[src/rtl/kbd_pkg.sv]
// kbd_pkg: decoder state encoding, PS/2 set-2 scan-code constants and scan-to-ASCII lookup
package kbd_pkg;
  localparam logic [1:0] ST_IDLE  = 2'd0;
  localparam logic [1:0] ST_EXT   = 2'd1;
  localparam logic [1:0] ST_BREAK = 2'd2;
  localparam logic [7:0] SC_EXT    = 8'hE0;
  localparam logic [7:0] SC_BREAK  = 8'hF0;
  localparam logic [7:0] SC_LSHIFT = 8'h12;
  localparam logic [7:0] SC_RSHIFT = 8'h59;
  localparam logic [7:0] SC_ENTER  = 8'h5A;
  // Returns 0x00 for unmapped codes; letters are upper-cased when up is set.
  function automatic logic [7:0] scan_to_ascii(input logic [7:0] sc, input logic up);
    logic [7:0] a;
    case (sc)
      8'h1C: a = "a";  8'h32: a = "b";  8'h21: a = "c";  8'h23: a = "d";
      8'h24: a = "e";  8'h2B: a = "f";  8'h34: a = "g";  8'h33: a = "h";
      8'h43: a = "i";  8'h3B: a = "j";  8'h42: a = "k";  8'h4B: a = "l";
      8'h3A: a = "m";  8'h31: a = "n";  8'h44: a = "o";  8'h4D: a = "p";
      8'h15: a = "q";  8'h2D: a = "r";  8'h1B: a = "s";  8'h2C: a = "t";
      8'h3C: a = "u";  8'h2A: a = "v";  8'h1D: a = "w";  8'h22: a = "x";
      8'h35: a = "y";  8'h1A: a = "z";
      8'h45: a = "0";  8'h16: a = "1";  8'h1E: a = "2";  8'h26: a = "3";
      8'h25: a = "4";  8'h2E: a = "5";  8'h36: a = "6";  8'h3D: a = "7";
      8'h3E: a = "8";  8'h46: a = "9";
      8'h29: a = 8'h20;
      8'h5A: a = 8'h0A;
      8'h66: a = 8'h08;
      default: a = 8'h00;
    endcase
    return (up && a >= "a" && a <= "z") ? a - 8'h20 : a;
  endfunction
endpackage

[src/rtl/ps2_rx.sv]
// ps2_rx: synchronises the PS/2 lines and assembles checked 11-bit frames into bytes
module ps2_rx #(
  parameter int TIMEOUT = 50000
) (
  input  logic       clk,
  input  logic       reset,
  input  logic       i_ps2_clk,
  input  logic       i_ps2_data,
  output logic       o_valid,
  output logic [7:0] o_byte,
  output logic       o_err
);
  localparam int TW = $clog2(TIMEOUT + 1);
  logic [2:0]    r_clk_s;
  logic [2:0]    r_dat_s;
  logic [3:0]    r_cnt;
  logic [9:0]    r_sh;
  logic [TW-1:0] r_tmo;
  logic          w_fall;
  logic [10:0]   w_frame;
  logic          w_ok;
  assign w_fall  = r_clk_s[2] & ~r_clk_s[1];
  assign w_frame = {r_dat_s[2], r_sh};
  assign w_ok    = ~w_frame[0] & w_frame[10] & ^w_frame[9:1];
  // Three-flop synchronisers, idle-high after reset
  always_ff @(posedge clk) begin
    r_clk_s <= reset ? 3'b111 : {r_clk_s[1:0], i_ps2_clk};
    r_dat_s <= reset ? 3'b111 : {r_dat_s[1:0], i_ps2_data};
  end
  // Bit shifting, frame check on the 11th edge, and abandonment of stalled frames
  always_ff @(posedge clk) begin
    if (reset) begin
      r_cnt   <= '0;
      r_sh    <= '0;
      r_tmo   <= '0;
      o_valid <= 1'b0;
      o_err   <= 1'b0;
      o_byte  <= '0;
    end else begin
      o_valid <= 1'b0;
      o_err   <= 1'b0;
      if (w_fall) begin
        r_tmo <= '0;
        if (r_cnt == 4'd10) begin
          r_cnt   <= '0;
          o_valid <= w_ok;
          o_err   <= ~w_ok;
          if (w_ok) o_byte <= w_frame[8:1];
        end else begin
          r_cnt <= r_cnt + 4'd1;
          r_sh  <= {r_dat_s[2], r_sh[9:1]};
        end
      end else if (r_cnt != 4'd0) begin
        if (r_tmo == TW'(TIMEOUT - 1)) begin
          r_cnt <= '0;
          r_tmo <= '0;
        end else begin
          r_tmo <= r_tmo + 1'b1;
        end
      end
    end
  end
endmodule

[src/rtl/ps2_kbd_ascii.sv]
// ps2_kbd_ascii: PS/2 keyboard to ASCII strobe (scan FIFO + make/break decoder); define KBD_SHIFT_EN for shift-aware uppercase
module ps2_kbd_ascii
  import kbd_pkg::*;
#(
  parameter int FIFO_DEPTH = 8,
  parameter int TIMEOUT    = 50000
) (
  input  logic       clk,
  input  logic       reset,
  input  logic       ps2_clk,
  input  logic       ps2_data,
  output logic [7:0] key_ascii,
  output logic       key_valid,
  output logic       frame_err,
  output logic       overflow
);
  localparam int AW = $clog2(FIFO_DEPTH);
  logic          w_rx_valid;
  logic [7:0]    w_rx_byte;
  logic [7:0]    r_mem [FIFO_DEPTH];
  logic [AW-1:0] r_wp;
  logic [AW-1:0] r_rp;
  logic [AW:0]   r_cnt;
  logic          w_pop_ok;
  logic          w_full;
  logic          w_pop;
  logic          w_push;
  logic [7:0]    w_rd;
  logic [1:0]    r_state;
  logic [1:0]    w_next;
  logic          w_up;
  logic [7:0]    w_ascii;
  ps2_rx #(.TIMEOUT(TIMEOUT)) u_rx (
    .clk       (clk),
    .reset     (reset),
    .i_ps2_clk (ps2_clk),
    .i_ps2_data(ps2_data),
    .o_valid   (w_rx_valid),
    .o_byte    (w_rx_byte),
    .o_err     (frame_err)
  );
  assign w_pop_ok = 1'b1;
  assign w_full   = r_cnt == (AW+1)'(FIFO_DEPTH);
  assign w_pop    = (r_cnt != '0) & w_pop_ok;
  assign w_push   = w_rx_valid & (~w_full | w_pop);
  assign w_rd     = r_mem[r_rp];
  // FIFO storage
  always_ff @(posedge clk) begin
    if (w_push) r_mem[r_wp] <= w_rx_byte;
  end
  // FIFO pointers, occupancy and sticky overflow
  always_ff @(posedge clk) begin
    if (reset) begin
      r_wp     <= '0;
      r_rp     <= '0;
      r_cnt    <= '0;
      overflow <= 1'b0;
    end else begin
      r_wp     <= r_wp + AW'(w_push);
      r_rp     <= r_rp + AW'(w_pop);
      r_cnt    <= r_cnt + (AW+1)'(w_push) - (AW+1)'(w_pop);
      overflow <= overflow | (w_rx_valid & ~w_push);
    end
  end
`ifdef KBD_SHIFT_EN
  logic r_shift;
  assign w_up = r_shift;
  // Shift held state: make in IDLE sets it, break clears it
  always_ff @(posedge clk) begin
    if (reset) r_shift <= 1'b0;
    else if (w_pop && (w_rd == SC_LSHIFT || w_rd == SC_RSHIFT) && r_state != ST_EXT) r_shift <= r_state == ST_IDLE;
  end
`else
  assign w_up = 1'b0;
`endif
  assign w_ascii = (r_state == ST_IDLE) ? scan_to_ascii(w_rd, w_up) :
                   (r_state == ST_EXT && w_rd == SC_ENTER) ? 8'h0A : 8'h00;
  assign w_next  = (r_state == ST_IDLE && w_rd == SC_EXT) ? ST_EXT :
                   (r_state != ST_BREAK && w_rd == SC_BREAK) ? ST_BREAK : ST_IDLE;
  // Decoder: one byte per cycle, registered strobe and held ASCII
  always_ff @(posedge clk) begin
    if (reset) begin
      r_state   <= ST_IDLE;
      key_valid <= 1'b0;
      key_ascii <= 8'h00;
    end else begin
      key_valid <= w_pop & (w_ascii != 8'h00);
      if (w_pop) r_state <= w_next;
      if (w_pop && w_ascii != 8'h00) key_ascii <= w_ascii;
    end
  end
endmodule

[config.mk]
export PLATFORM = sky130hd
export DESIGN_NAME = ps2_kbd_ascii
export DESIGN_NICKNAME = d
export VERILOG_FILES = /design/src/rtl/kbd_pkg.sv /design/src/rtl/ps2_rx.sv /design/src/rtl/ps2_kbd_ascii.sv
export SDC_FILE = /design/constraint.sdc
export NUM_CORES = 1
export LEC_CHECK = 0
export CAP_MARGIN = 20
export CORE_AREA = 2 2 101 123
export CTS_CLUSTER_DIAMETER = 50
export CTS_CLUSTER_SIZE = 10
export DETAILED_ROUTE_END_ITERATION = 10
export DIE_AREA = 0 0 103 125
export DONT_BUFFER_PORTS = 1
export PLACE_DENSITY_LB_ADDON = 0.08
export SLEW_MARGIN = 25
export SYNTH_ARGS = -nofsm -noshare
export SYNTH_HDL_FRONTEND = slang
export SYNTH_SLANG_ARGS = --single-unit
[constraint.sdc]
create_clock -name clk -period 3.71 [get_ports clk]
set_input_delay 1.113 -clock clk [delete_from_list [all_inputs] [get_ports clk]]
set_output_delay 1.113 -clock clk [all_outputs]
set_load 0.01 [all_outputs]
==> flow_metrics.py <==
metrics = {
    "cells_and_area": {
        "final_design_area_no_fill_um2": 7130,
        "final_net_count": 595,
        "area_growth_pct": 12.9,
        "final_layout_size_suffix_gt1_share_pct": 17.0,
        "ant_diodes": 0,
    },
    "floorplanning": {
        "floorplan.rows": 44,
        "io_pins": 15,
        "floorplan.initialDensity_pct": 53.6,
        "floorplan.die.height_um": 125,
        "fp.dieArea_um2": 12900,
        "placeableCoreArea_um2": 11800,
        "die_x_extent_um": 103,
    },
    "min_path": {
        "hold-path-cell-count": 1,
        "worstHoldStart": "u_rx.r_dat_s[1]$_SDFF_PP1_",
        "hold_path_class": "reg -> reg",
    },
    "setup_path": {
        "timing.reg2reg.worst_path_depth": 12,
        "reg2reg_slack_ns": 0.40,
        "critical_path.startpoint_type": "flop",
        "class_of_the_most_critical_setup_path": "reg -> reg",
        "critical_path_cell_by_cell": "mux4_1 > mux2i_4 > buf_4 > ha_1 > buf_4 > nand3_1 > a21oi_1 > a21oi_1 > o32a_1 > nor3b_4 > a21oi_2 > mux2i_1",
        "critical_path_data_required_time_ns": 4.05,
        "critical_path.endpoint": "key_ascii[6]$_SDFFE_PP0P_",
        "worst_path_max_delay_cell": "sky130_fd_sc_hd__mux4_1",
        "critPathMaxFanout": 8,
        "rr_endpoint": "key_ascii[6]$_SDFFE_PP0P_",
        "reg2reg_from": "r_rp[0]$_SDFF_PP0_",
        "crit_path_start": "r_rp[0]$_SDFF_PP0_",
        "critical_path_arrival_ns": 3.65,
        "worst_path_largest_cell_delay_ns": 0.63,
        "critPathCaptureType": "flop",
    },
    "placed_design": {
        "hpwlAfterDp_mm": 9.50,
        "placed_area_um2": 6540,
        "globalplace.congestion": 0.952,
        "io_buffers": 0,
        "pre_cts_slack_ns": 0.279,
    },
    "timing": {
        "report.final.slew_viol_count": 0,
        "fin_worst_skew_ns": 0.00651,
        "timing.final.crit_share_pct": 89.3,
        "hold_ws_ns": 0.406,
        "rsz0062_at_grt": "no",
        "actual_slew_at_the_worst_max_slew_pin_ns": 0.971,
        "max_slew_margin_pct": 35.0,
        "finalHoldViolations": 0,
        "min_period_ns": 3.31,
        "timing.final.setup_violations": 0,
        "timing.setup.tns_ns": 0,
        "max_clock_freq_mhz": 302,
        "layout_setup_ws_ns": 0.395,
    },
    "power_and_ir_drop": {
        "power_density_nw_per_um2": 721,
        "largest_vdd_supply_drop_uv": 349,
        "p_total_mw": 5.14,
        "leakage_power_nw": 2.58,
    },
    "clock_tree": {
        "cts_htree_levels": 4,
        "clock_tree.buffer_depth": 2,
        "tritoncts": "done",
        "cts_sinks": 131,
        "path_clk_slew_ns": 0.06,
        "clk-insertion-delay-late_ns": 0.41,
        "clockRootBuffer": "sky130_fd_sc_hd__clkbuf_16",
        "cts_inserted_buffers": 17,
    },
    "logic_synthesis": {
        "synthCells": 553,
        "synth.avg_cell_area_um2": 11.4,
        "ys_ff_latch": 131,
        "postSynth.asyncResetShare_pct": 0,
        "yosys_most_used_dff": "sky130_fd_sc_hd__dfxtp_1",
        "ys_warn_count": 0,
        "postSynthNetCount": 579,
        "synth_enable_flop_cells": 64,
        "synthesis.area_um2": 6320,
        "synth_cell_type_count": 73,
        "synth-seq-area-share_pct": 51.6,
    },
    "route": {
        "ant_nets": 0,
        "routedWlPerCell_um": 17.9,
        "routed-via-count": 4272,
        "vias_per_cell": 5.75,
        "drt_first_iter_violations": 220,
        "wirelength_mm": 13.3,
        "drc_violations": 0,
        "first_pass_iters": 5,
    },
    "global_routing": {
        "antenna_violations_before_repair": 0,
        "grt_overflow_total": 0,
        "grt_pass1_wl_mm": 22.1,
        "gr-usage-all-layers_pct": 22.5,
        "grt_start_max_net_pins": 48,
        "first_global_vias": 4314,
    },
    "status": {
        "result_of_the_run": "completed",
    },
    "flow_run": {
        "timing.max_cap.violations": 0,
    },
}
flip-flops by register name, indices dropped and copies added (netlist names):
| name | count |
|---|---|
| u_rx.o_byte | 8 |
| r_cnt | 4 |
| key_ascii | 7 |
| u_rx.r_cnt | 4 |
| r_rp | 3 |
| r_mem | 64 |
| u_rx.r_clk_s | 3 |
| overflow | 1 |
| u_rx.r_tmo | 16 |
| key_valid | 1 |
| u_rx.r_dat_s | 3 |
| r_state | 2 |
| u_rx.o_err | 1 |
| r_wp | 3 |
| u_rx.r_sh | 10 |
| u_rx.o_valid | 1 |
cells in the final DEF (no fill, tap or decap), types with 7 or more instances in the layout:
cell type                   instances
sky130_fd_sc_hd__a21oi_1           27
sky130_fd_sc_hd__a31oi_1            8
sky130_fd_sc_hd__buf_4             20
sky130_fd_sc_hd__clkbuf_16         17
sky130_fd_sc_hd__dfxtp_1           66
sky130_fd_sc_hd__edfxtp_1          64
sky130_fd_sc_hd__ha_1              21
sky130_fd_sc_hd__inv_1             14
sky130_fd_sc_hd__mux2i_1           15
sky130_fd_sc_hd__mux4_2            11
sky130_fd_sc_hd__nand2_1           70
sky130_fd_sc_hd__nand3_1           16
sky130_fd_sc_hd__nor2_1            59
sky130_fd_sc_hd__nor2b_1            9
sky130_fd_sc_hd__nor3_1            10
sky130_fd_sc_hd__o21ai_0           10
sky130_fd_sc_hd__or2_2              7
sky130_fd_sc_hd__xnor2_1           14
sky130_fd_sc_hd__xor2_1            11
final cells by class:
class,instances,area [um2]
fillers,971,4650
flip-flops and latches,131,3260
multi-input cells,381,2840
clock buffers,17,425
well taps,161,201
clock inverters,15,171
repair buffers,21,170
inverters,17,63.8
critical path: cells and delay by family, from the launching register on:
family | cells | cell delay [ns]
multiplexers | 3 | 1.01
AO/OA/AOI/OAI | 4 | 0.96
flip-flops | 1 | 0.45
buffers and inverters | 2 | 0.35
adder cells (fa/ha/maj) | 1 | 0.22
AND/OR/NAND/NOR | 2 | 0.26
metrics by stage:
stage | util [%] | std cells
after floorplan | - | 553
after global placement | 55.5 | 711
after detailed placement | 55.5 | 711
after CTS | 60.5 | 743
after global routing | 60.5 | 743
final | 60.5 | 743
synth_stat cells, types with 6 or more instances:
cell type / count / area [um2]
sky130_fd_sc_hd__mux2i_1: 15 / 150
sky130_fd_sc_hd__xnor2_1: 14 / 123
sky130_fd_sc_hd__nor2_1: 59 / 221
sky130_fd_sc_hd__mux2i_4: 6 / 135
sky130_fd_sc_hd__edfxtp_1: 64 / 1920
sky130_fd_sc_hd__xor2_1: 11 / 96.3
sky130_fd_sc_hd__nand2_1: 70 / 263
sky130_fd_sc_hd__o21ai_0: 10 / 50.1
sky130_fd_sc_hd__a21oi_1: 27 / 135
sky130_fd_sc_hd__dfxtp_1: 67 / 1340
sky130_fd_sc_hd__inv_1: 14 / 52.6
sky130_fd_sc_hd__nor2b_1: 9 / 56.3
sky130_fd_sc_hd__ha_1: 21 / 263
sky130_fd_sc_hd__a31oi_1: 8 / 50.1
sky130_fd_sc_hd__clkbuf_1: 11 / 41.3
sky130_fd_sc_hd__or2_2: 7 / 43.8
sky130_fd_sc_hd__nand3_1: 16 / 80.1
sky130_fd_sc_hd__nor3_1: 10 / 50.1
sky130_fd_sc_hd__mux4_2: 11 / 248
report_power, final:
part,switching [mW],internal [mW]
Combinational,1.06,0.778
Clock,0.650,1.01
Sequential,0.0753,1.57
worst min-delay path by stage:
stage                                      end
global route        u_rx.r_clk_s[1]$_SDFF_PP1_
finish              u_rx.r_dat_s[2]$_SDFF_PP1_
floorplan           u_rx.r_clk_s[1]$_SDFF_PP1_
global placement    u_rx.r_dat_s[2]$_SDFF_PP1_
CTS                 u_rx.r_dat_s[2]$_SDFF_PP1_
detailed placement  u_rx.r_dat_s[2]$_SDFF_PP1_
layer usage:
| metal | share of wire, % | global-route usage, % | up-vias |
|---|---|---|---|
| met5 | 0 | 0 | - |
| met4 | 2.9 | 8.98 | 0 |
| met3 | 4.2 | 4.30 | 30 |
| met2 | 53 | 38.5 | 119 |
| met1 | 40 | 27.6 | 2075 |
| li1 | - | - | 2048 |
cells by family (layout without fill, tap and decap cells):
kind of cell / Yosys count / count (layout) / synth area share (%)
AO/OA/AOI/OAI: 87 / 87 / 9.96
buffers and inverters: 41 / 70 / 3.48
XOR/XNOR: 25 / 25 / 3.46
AND/OR/NAND/NOR: 204 / 204 / 15.4
adder cells (fa/ha/maj): 22 / 22 / 4.47
multiplexers: 42 / 42 / 11.5
flip-flops: 131 / 131 / 51.6
other: 1 / 1 / 0.0593
what timing repair did:
item | CTS | global route
setup buffers | 0 | 0
setup endpoints to repair | 0 | 3
hold buffers | 0 | 0
resized for setup | 0 | 1
Note: power is estimated with default switching activity, not from simulation.
